File: src/rtl/prm_scan_pkg.sv
// Shared types and helpers for the PRM check-stage scan sequencer.
package prm_scan_pkg;

  localparam int unsigned XW_D  = 4;
  localparam int unsigned YW_D  = 5;
  localparam int unsigned ZW_D  = 5;
  localparam int unsigned CNT_W = 4;

  typedef enum logic [2:0] {
    IDLE,
    ISSUE,
    WAIT,
    PUSH,
    FIN
  } scan_state_e;

  // One step of the result signature: rotate left by one, then fold in the beat.
  function automatic logic [31:0] misr_step(input logic [31:0] sig_q, input logic [31:0] data);
    return {sig_q[30:0], sig_q[31]} ^ data;
  endfunction

endpackage

File: src/rtl/prm_scan_coord_cnt.sv
// Packed {x,y,z} coordinate counter; z is the fastest index, so a plain +1 suffices.
module prm_scan_coord_cnt
  import prm_scan_pkg::*;
#(
  parameter int unsigned W = XW_D + YW_D + ZW_D
) (
  input  logic         CLK,
  input  logic         RST,
  input  logic         clr,
  input  logic         inc,
  output logic [W-1:0] coord,
  output logic         last_c
);

  always_ff @(posedge CLK) begin
    if (RST || clr) begin
      coord <= '0;
    end else if (inc) begin
      coord <= coord + W'(1);
    end
  end

  assign last_c = &coord;

endmodule

File: src/rtl/prm_xyz_scan_seq.sv
// Exhaustive (x,y,z) stimulus sequencer for prm_chk_v1_0 with valid/ready result output.
// Define PRM_SCAN_MISR_EN to add the sig result-signature output.
module prm_xyz_scan_seq
  import prm_scan_pkg::*;
#(
  parameter int unsigned XW     = XW_D,
  parameter int unsigned YW     = YW_D,
  parameter int unsigned ZW     = ZW_D,
  parameter int unsigned SETTLE = 2
) (
  input  logic                CLK,
  input  logic                RST,
  input  logic                start,
  input  logic [2:0]          sel1_cfg,
  input  logic [7:0]          sel2_cfg,
  output logic [2:0]          sel1,
  output logic [7:0]          sel2,
  output logic [XW+YW+ZW-1:0] xyzInput,
  input  logic [31:0]         result_imp,
  output logic                res_valid,
  input  logic                res_ready,
  output logic [XW+YW+ZW-1:0] res_xyz,
  output logic [31:0]         res_data,
`ifdef PRM_SCAN_MISR_EN
  output logic [31:0]         sig,
`endif
  output logic                busy,
  output logic                done
);

  localparam int unsigned CW = XW + YW + ZW;

  scan_state_e      state;
  logic [CNT_W-1:0] settle_cnt;
  logic [CW-1:0]    coord;
  logic             coord_last;
  logic             coord_clr;
  logic             coord_inc;
  logic             beat_acc;

  assign beat_acc  = (state == PUSH) && res_valid && res_ready;
  assign coord_clr = (state == IDLE) && start;
  assign coord_inc = beat_acc && !coord_last;

  prm_scan_coord_cnt #(.W(CW)) u_coord (
    .CLK    (CLK),
    .RST    (RST),
    .clr    (coord_clr),
    .inc    (coord_inc),
    .coord  (coord),
    .last_c (coord_last)
  );

  // Sweep control: issue a coordinate, wait SETTLE cycles, sample, hand off.
  always_ff @(posedge CLK) begin
    if (RST) begin
      state      <= IDLE;
      settle_cnt <= '0;
      sel1       <= '0;
      sel2       <= '0;
      xyzInput   <= '0;
      res_valid  <= 1'b0;
      res_xyz    <= '0;
      res_data   <= '0;
      busy       <= 1'b0;
      done       <= 1'b0;
`ifdef PRM_SCAN_MISR_EN
      sig        <= '0;
`endif
    end else begin
      done <= 1'b0;
      unique case (state)
        IDLE: begin
          if (start) begin
            sel1  <= sel1_cfg;
            sel2  <= sel2_cfg;
            busy  <= 1'b1;
            state <= ISSUE;
`ifdef PRM_SCAN_MISR_EN
            sig   <= '0;
`endif
          end
        end
        ISSUE: begin
          xyzInput   <= coord;
          settle_cnt <= CNT_W'(SETTLE - 1);
          state      <= WAIT;
        end
        WAIT: begin
          if (settle_cnt == '0) begin
            res_data  <= result_imp;
            res_xyz   <= coord;
            res_valid <= 1'b1;
            state     <= PUSH;
          end else begin
            settle_cnt <= settle_cnt - CNT_W'(1);
          end
        end
        PUSH: begin
          if (beat_acc) begin
            res_valid <= 1'b0;
`ifdef PRM_SCAN_MISR_EN
            sig       <= misr_step(sig, res_data);
`endif
            if (coord_last) begin
              done  <= 1'b1;
              busy  <= 1'b0;
              state <= FIN;
            end else begin
              state <= ISSUE;
            end
          end
        end
        FIN: begin
          state <= IDLE;
        end
        default: begin
          state <= IDLE;
        end
      endcase
    end
  end

endmodule

File: config.mk
export PLATFORM = sky130hd
export DESIGN_NAME = prm_xyz_scan_seq
export DESIGN_NICKNAME = d
export VERILOG_FILES = /design/src/rtl/prm_scan_pkg.sv /design/src/rtl/prm_scan_coord_cnt.sv /design/src/rtl/prm_xyz_scan_seq.sv
export SDC_FILE = /design/constraint.sdc
export NUM_CORES = 1
export LEC_CHECK = 0
export CORE_UTILIZATION = 31
export DETAILED_ROUTE_END_ITERATION = 6
export GPL_TIMING_DRIVEN = 0
export PLACE_DENSITY = 0.54
export SLEW_MARGIN = 20
export SYNTH_ARGS = -nofsm -noshare
export SYNTH_HDL_FRONTEND = slang
export SYNTH_SLANG_ARGS = --single-unit
File: constraint.sdc
create_clock -name CLK -period 2 [get_ports CLK]
set_input_delay 0.3 -clock CLK [delete_from_list [all_inputs] [get_ports CLK]]
set_output_delay 0.3 -clock CLK [all_outputs]
set_load 0.01 [all_outputs]
==> results of run 1 <==
==> worst paths after layout <==
check                      endpoint  slack [ns]  cells past startpoint
hold / removal         res_data[18]        0.45                      2
setup / recovery  u_coord.coord[10]        0.13                      6
hold reg to reg        res_data[18]        0.45                      2
setup reg to reg  u_coord.coord[12]        0.17                      5
==> per-layer routing <==
| metal | track usage [%] | part of all wire (%) | up-vias | routed length [µm] |
|---|---|---|---|---|
| met2 | 29.98 | 47 | 83 | 5032 |
| li1 | - | - | 1821 | - |
| met1 | 23.44 | 47 | 1655 | 4981 |
| met4 | 7.207 | 1.6 | 0 | 165 |
| met3 | 3.062 | 4.3 | 11 | 457 |
| met5 | 0 | 0 | - | 0 |
==> power by group through the flow <==
stage | clock [mW] | sequential, mW | combinational, mW
detailed placement | 0 | 2.11 | 0.849
finish | 1.68 | 2.07 | 0.860
CTS | 1.72 | 2.07 | 0.859
floorplan | 0 | 2.14 | 0.403
global route | 1.81 | 2.08 | 0.956
global placement | 0 | 2.10 | 0.838
==> cell families after synthesis <==
kind of cell	after synthesis	share of synthesized area, %
AO/OA/AOI/OAI	108	16.19
buffers and inverters	35	3.904
AND/OR/NAND/NOR	215	25.70
adder cells (fa/ha/maj)	3	1.018
flip-flops	95	51.60
multiplexers	5	1.358
XOR/XNOR	1	0.2377
==> Yosys cell counts (2+ instances only) <==
library cell / count
or3_1: 5
or2_1: 2
a21oi_1: 84
o41ai_1: 2
nor4_1: 2
mux2i_1: 5
a211oi_1: 3
nand3b_1: 2
o211a_1: 2
buf_2: 4
and2_0: 2
nand2_1: 157
and3b_1: 2
nor2_1: 10
or4_1: 7
nand2b_1: 5
dfxtp_1: 95
clkbuf_1: 24
o21ai_0: 6
o31ai_1: 4
nand3_1: 7
ha_1: 3
a311oi_1: 3
nor3_1: 6
nor3b_1: 2
inv_1: 5
==> state kept, by name, indices dropped and copies added (netlist names) <==
name and cells:
res_data 32, res_valid 1, xyzInput 14, state 3, busy 1, res_xyz 14, done 1, sel1 3
u_coord.coord 14, settle_cnt 4, sel2 8
==> worst max-delay path, stage by stage <==
cell,delay (ns)
clkdlybuf4s50_1,0.47
and2_0,0.32
nand3_1,0.20
buf_2,0.23
or4_1,0.48
a21oi_1,0.15
==> area by class of cell <==
cell class,count,share of cell area [%]
repair buffers,120,22.30
flip-flops and latches,95,35.36
multi-input cells,332,30.79
clock buffers,9,4.182
well taps,143,3.323
inverters,5,0.3485
clock inverters,6,1.162
plain buffers,29,2.533
==> timing repair <==
action                                  CTS  global route
cloned                                    0             0
gates resized for setup                   3            18
endpoints found under the setup margin   32            55
==> flow_summary.ini, run 1 <==
[finish]
finalInstanceArea_mm2 = 0.005385
drive_gt1_share_pct = 5.705
diodes = 0
post-route-util_pct = 46.76
areaGrowthSynthToFinish_pct = 46.10
final_cell_mix = nand2_1 (157), clkdlybuf4s50_1 (120), dfxtp_1 (93), a21oi_1 (84), clkbuf_1 (17)
finalNetCount = 642
layoutNonFillerInstCount = 739
layout_commonest_cell = nand2_1
multi_input_area_mm2 = 0.001658
regArea_mm2 = 0.001904
fill_cells = 1155

[critical_path]
worstPathRequired_ns = 2.27
crit_start = res_ready
start_kind = input pin
cp-end-kind = flip-flop
cp_max_fo = 10
critPathKind = in -> reg
r2r_start = u_coord.coord[5]
critical_path_arrival_ns = 2.14

[pwr]
power.share.sequential_pct = 44.9
finalPower_mw = 4.603
comb_power_share_pct = 18.7
swShare_pct = 27.08
vdd_drop_max_uv = 378.1
power_frac_clock_pct = 36.4
internal_power_mw = 3.356
cellPowerDensity_mw_per_mm2 = 854.7
switchingPower_mw = 1.247
p_leak_nw = 1.804

[synthesis]
syn_area_mm2 = 0.003686
synth-seq-cells = 95
syn_nets = 512
synth_area_leaders = dfxtp_1 (52%), nand2_1 (16%), a21oi_1 (11%), clkbuf_1 (2.4%), or4_1 (1.4%)
async_flop_share_pct = 0
netlist.area_leader.share_pct = 51.60
avgSynthCellArea_um2 = 7.978
synth_edf_count = 0
synthFlopType = dfxtp_1
yosysSeqAreaShare_pct = 51.60
synth_area_leader_cell = dfxtp_1
synthCells = 462
yosys_warnings = 0
synth_cell_types = 39

[clock_tree]
cts_buffers = 9
ctsHoldBuffers = 0
worstSkewPairLatency_ns = 0.34
cts_root_buf = clkbuf_16
path_clk_slew_ns = 0.07
cts_tree = yes
cts_htree_levels = 3
clockBufferDepth = 2
cts_sinks = 95
cts_setup_buffers = 0

[place]
place_area_mm2 = 0.005066
dpl.cell_count = 725
post-place-ws_ns = -0.3277
dp_hpwl_mm = 7.772
place_congestion = 0.8048
port_buffers = 120

[global_routing]
grt_max_degree = 16
grt_pass1_vias = 3562
track_usage_pct = 18.10
grt_antenna_before_repair = 0
grt_overflow = 0
grt_pass1_wl_mm = 17.79

[floorplanning]
die_w_um = 111.0
ios = 121
initial_core_util_pct = 32.01
num_rows = 39
die_h_um = 111.0
core_mm2 = 0.01152
dieArea_mm2 = 0.01233

[routing]
first_iter_violations = 202
ant_nets = 0
drcViolationCount = 16
routed_wl_mm = 10.64
via_count = 3570
vias_per_cell = 4.831
first_pass_iters = 7
wl_per_cell_um = 14.39

[timing]
hold_viol = 0
finalWorstSetupSlack_ns = 0.1280
final_max_slew_viol_count = 0
fin_worst_skew_ns = 0.007884
period_needed_ns = 1.872
setup_violations = 0
tns_ns = 0
rsz0062_at_grt = no
post-route-period-util_pct = 93.60
timing.hold.ws_ns = 0.4529
max_freq_ghz = 0.5342
slew_headroom_pct = 52.21
worst_slew_pin_slew_ns = 0.7142

[worst_hold_path]
hold_path_class = reg -> reg
hold_start = res_data[18]

[run_status]
outcome = finished, violations left
failed_checks = design-rule violations

[flow_run]
drv_cap = 0
Note: power is estimated with default switching activity, not from simulation.
==> run 2, diff against run 1 <==
Settings changed: CTS_CLUSTER_DIAMETER set to 80, CTS_CLUSTER_SIZE set to 40, PLACE_DENSITY 0.54 to 0.56.
Clock period 2 ns to 1.55 ns, I/O delays scaled along.
==> flow_summary.ini, run 2 (synthesis gave the netlist of run 1 again) <==
[global_routing]
grt_pass1_vias = 3551
grt_max_degree = 15
grt_overflow = 0
track_usage_pct = 17.69
grt_antenna_before_repair = 0
grt_pass1_wl_mm = 17.55

[finish]
areaGrowthSynthToFinish_pct = 72.03
largest_register_ffs = 32
drive_gt1_share_pct = 28.41
largest_register = res_data
layout_commonest_cell = nand2_1
post-route-util_pct = 55.06
finalInstanceArea_mm2 = 0.006341
diodes = 0
finalNetCount = 669
final_cell_mix = nand2_1 (123), clkdlybuf4s50_1 (118), dfxtp_1 (82), a21oi_1 (49), a21oi_2 (35)

[critical_path]
cp-end-kind = flip-flop
cp_cell_sequence = and3b_2 -> nand3_4 -> buf_8 -> or4_4 -> a21oi_2
worstPathRequired_ns = 1.82
critPathSlowestCell = or4_4
crit_path_max_incr_delay_ns = 0.51
critical_path_arrival_ns = 1.86
critPathKind = reg -> reg
start_kind = flip-flop
cp_max_fo = 8
r2r_cells = 5

[floorplanning]
die_w_um = 111.0
initial_core_util_pct = 32.01
core_mm2 = 0.01152
dieArea_mm2 = 0.01233
die_h_um = 111.0
num_rows = 39
ios = 121

[place]
port_buffers = 120
place_area_mm2 = 0.005124
place_congestion = 0.7267
dp_hpwl_mm = 7.288
post-place-ws_ns = -0.5633

[routing]
drcViolationCount = 16
via_count = 3783
ant_nets = 0
routed_wl_mm = 11.40
wl_per_cell_um = 14.89
vias_per_cell = 4.939
first_iter_violations = 174
first_pass_iters = 6

[clock_tree]
cts_buffers = 9
cts_root_buf = clkbuf_16
cts_tree = yes
clockBufferDepth = 2
cts_htree_levels = 3
worstSkewPairLatency_ns = 0.33
path_clk_slew_ns = 0.06
cts_sinks = 95

[pwr]
vdd_drop_max_uv = 528.1
cellPowerDensity_mw_per_mm2 = 1043
finalPower_mw = 6.611
p_leak_nw = 2.413

[timing]
hold_viol = 0
slew_headroom_pct = 58.74
setup_violations = 8
worst_slew_pin_slew_ns = 0.6189
period_needed_ns = 1.588
finalWorstSetupSlack_ns = -0.03829
final_max_slew_viol_count = 0
timing.hold.ws_ns = 0.4430
max_freq_ghz = 0.6296
rsz0062_at_grt = yes
post-route-period-util_pct = 102.5
fin_worst_skew_ns = 0.004480

[run_status]
failed_checks = design-rule violations, negative setup slack
outcome = finished, violations left

[worst_hold_path]
hold_depth = 3
hold_path_class = in -> reg

[flow_run]
drv_cap = 0
==> run 2: repair_timing <==
item,in CTS,in global routing
setup endpoints to repair,94,87
pin swaps,9,54
gates resized for setup,62,142
hold buffers,0,0
hold endpoints to repair,0,0
buffers inserted,19,7
gates cloned,1,3
==> run 2: where the power goes <==
part | leakage (nW) | switching [mW] | internal [mW]
Sequential | 0.779 | 0.0970 | 2.58
Clock | 0.155 | 0.891 | 1.44
Combinational | 1.48 | 0.791 | 0.812
==> run 2: final timing paths <==
kind	start	endpoint	slack, ns
worst max-delay path	state[2]	u_coord.coord[10]	-0.04
worst max register to register	state[2]	u_coord.coord[10]	-0.04
worst min-delay path	sel2_cfg[1]	sel2[1]	0.44
worst min register to register	xyzInput[2]	xyzInput[2]	0.45
==> run 2: metrics by stage <==
stage | TNS [ns] | cells
after global routing | -1.957 | 766
after global placement | -32.33 | 725
after floorplan | -0.03601 | 462
after detailed placement | -35.19 | 725
after CTS | -0.1541 | 757
final | -0.07845 | 766
==> run 2: final cells by class <==
type | count | area (µm²)
Tap cell | 143 | 178.9
Timing Repair Buffer | 149 | 1483
Multi-Input combinational cell | 333 | 2152
Buffer | 26 | 247.7
Inverter | 5 | 21.27
Clock inverter | 4 | 70.07
Clock buffer | 11 | 242.7
Fill cell | 1067 | 5175
Sequential cell | 95 | 1946
==> run 2: routing by layer <==
layer | vias up | share of wire (%) | GRT usage [%]
li1 | 1875 | - | -
met1 | 1789 | 45 | 23.16
met2 | 109 | 46 | 27.67
met3 | 10 | 8.5 | 6.233
met4 | 0 | 0.86 | 4.595
met5 | - | 0 | 0
==> run 2: worst max-delay path, delay by kind of cell, from the launching register on <==
kind | cells | cell delay, ns
DFF | 1 | 0.36
AOI/OAI and AO/OA | 1 | 0.14
and+or+nand+nor | 3 | 0.89
buffers and inverters | 1 | 0.15
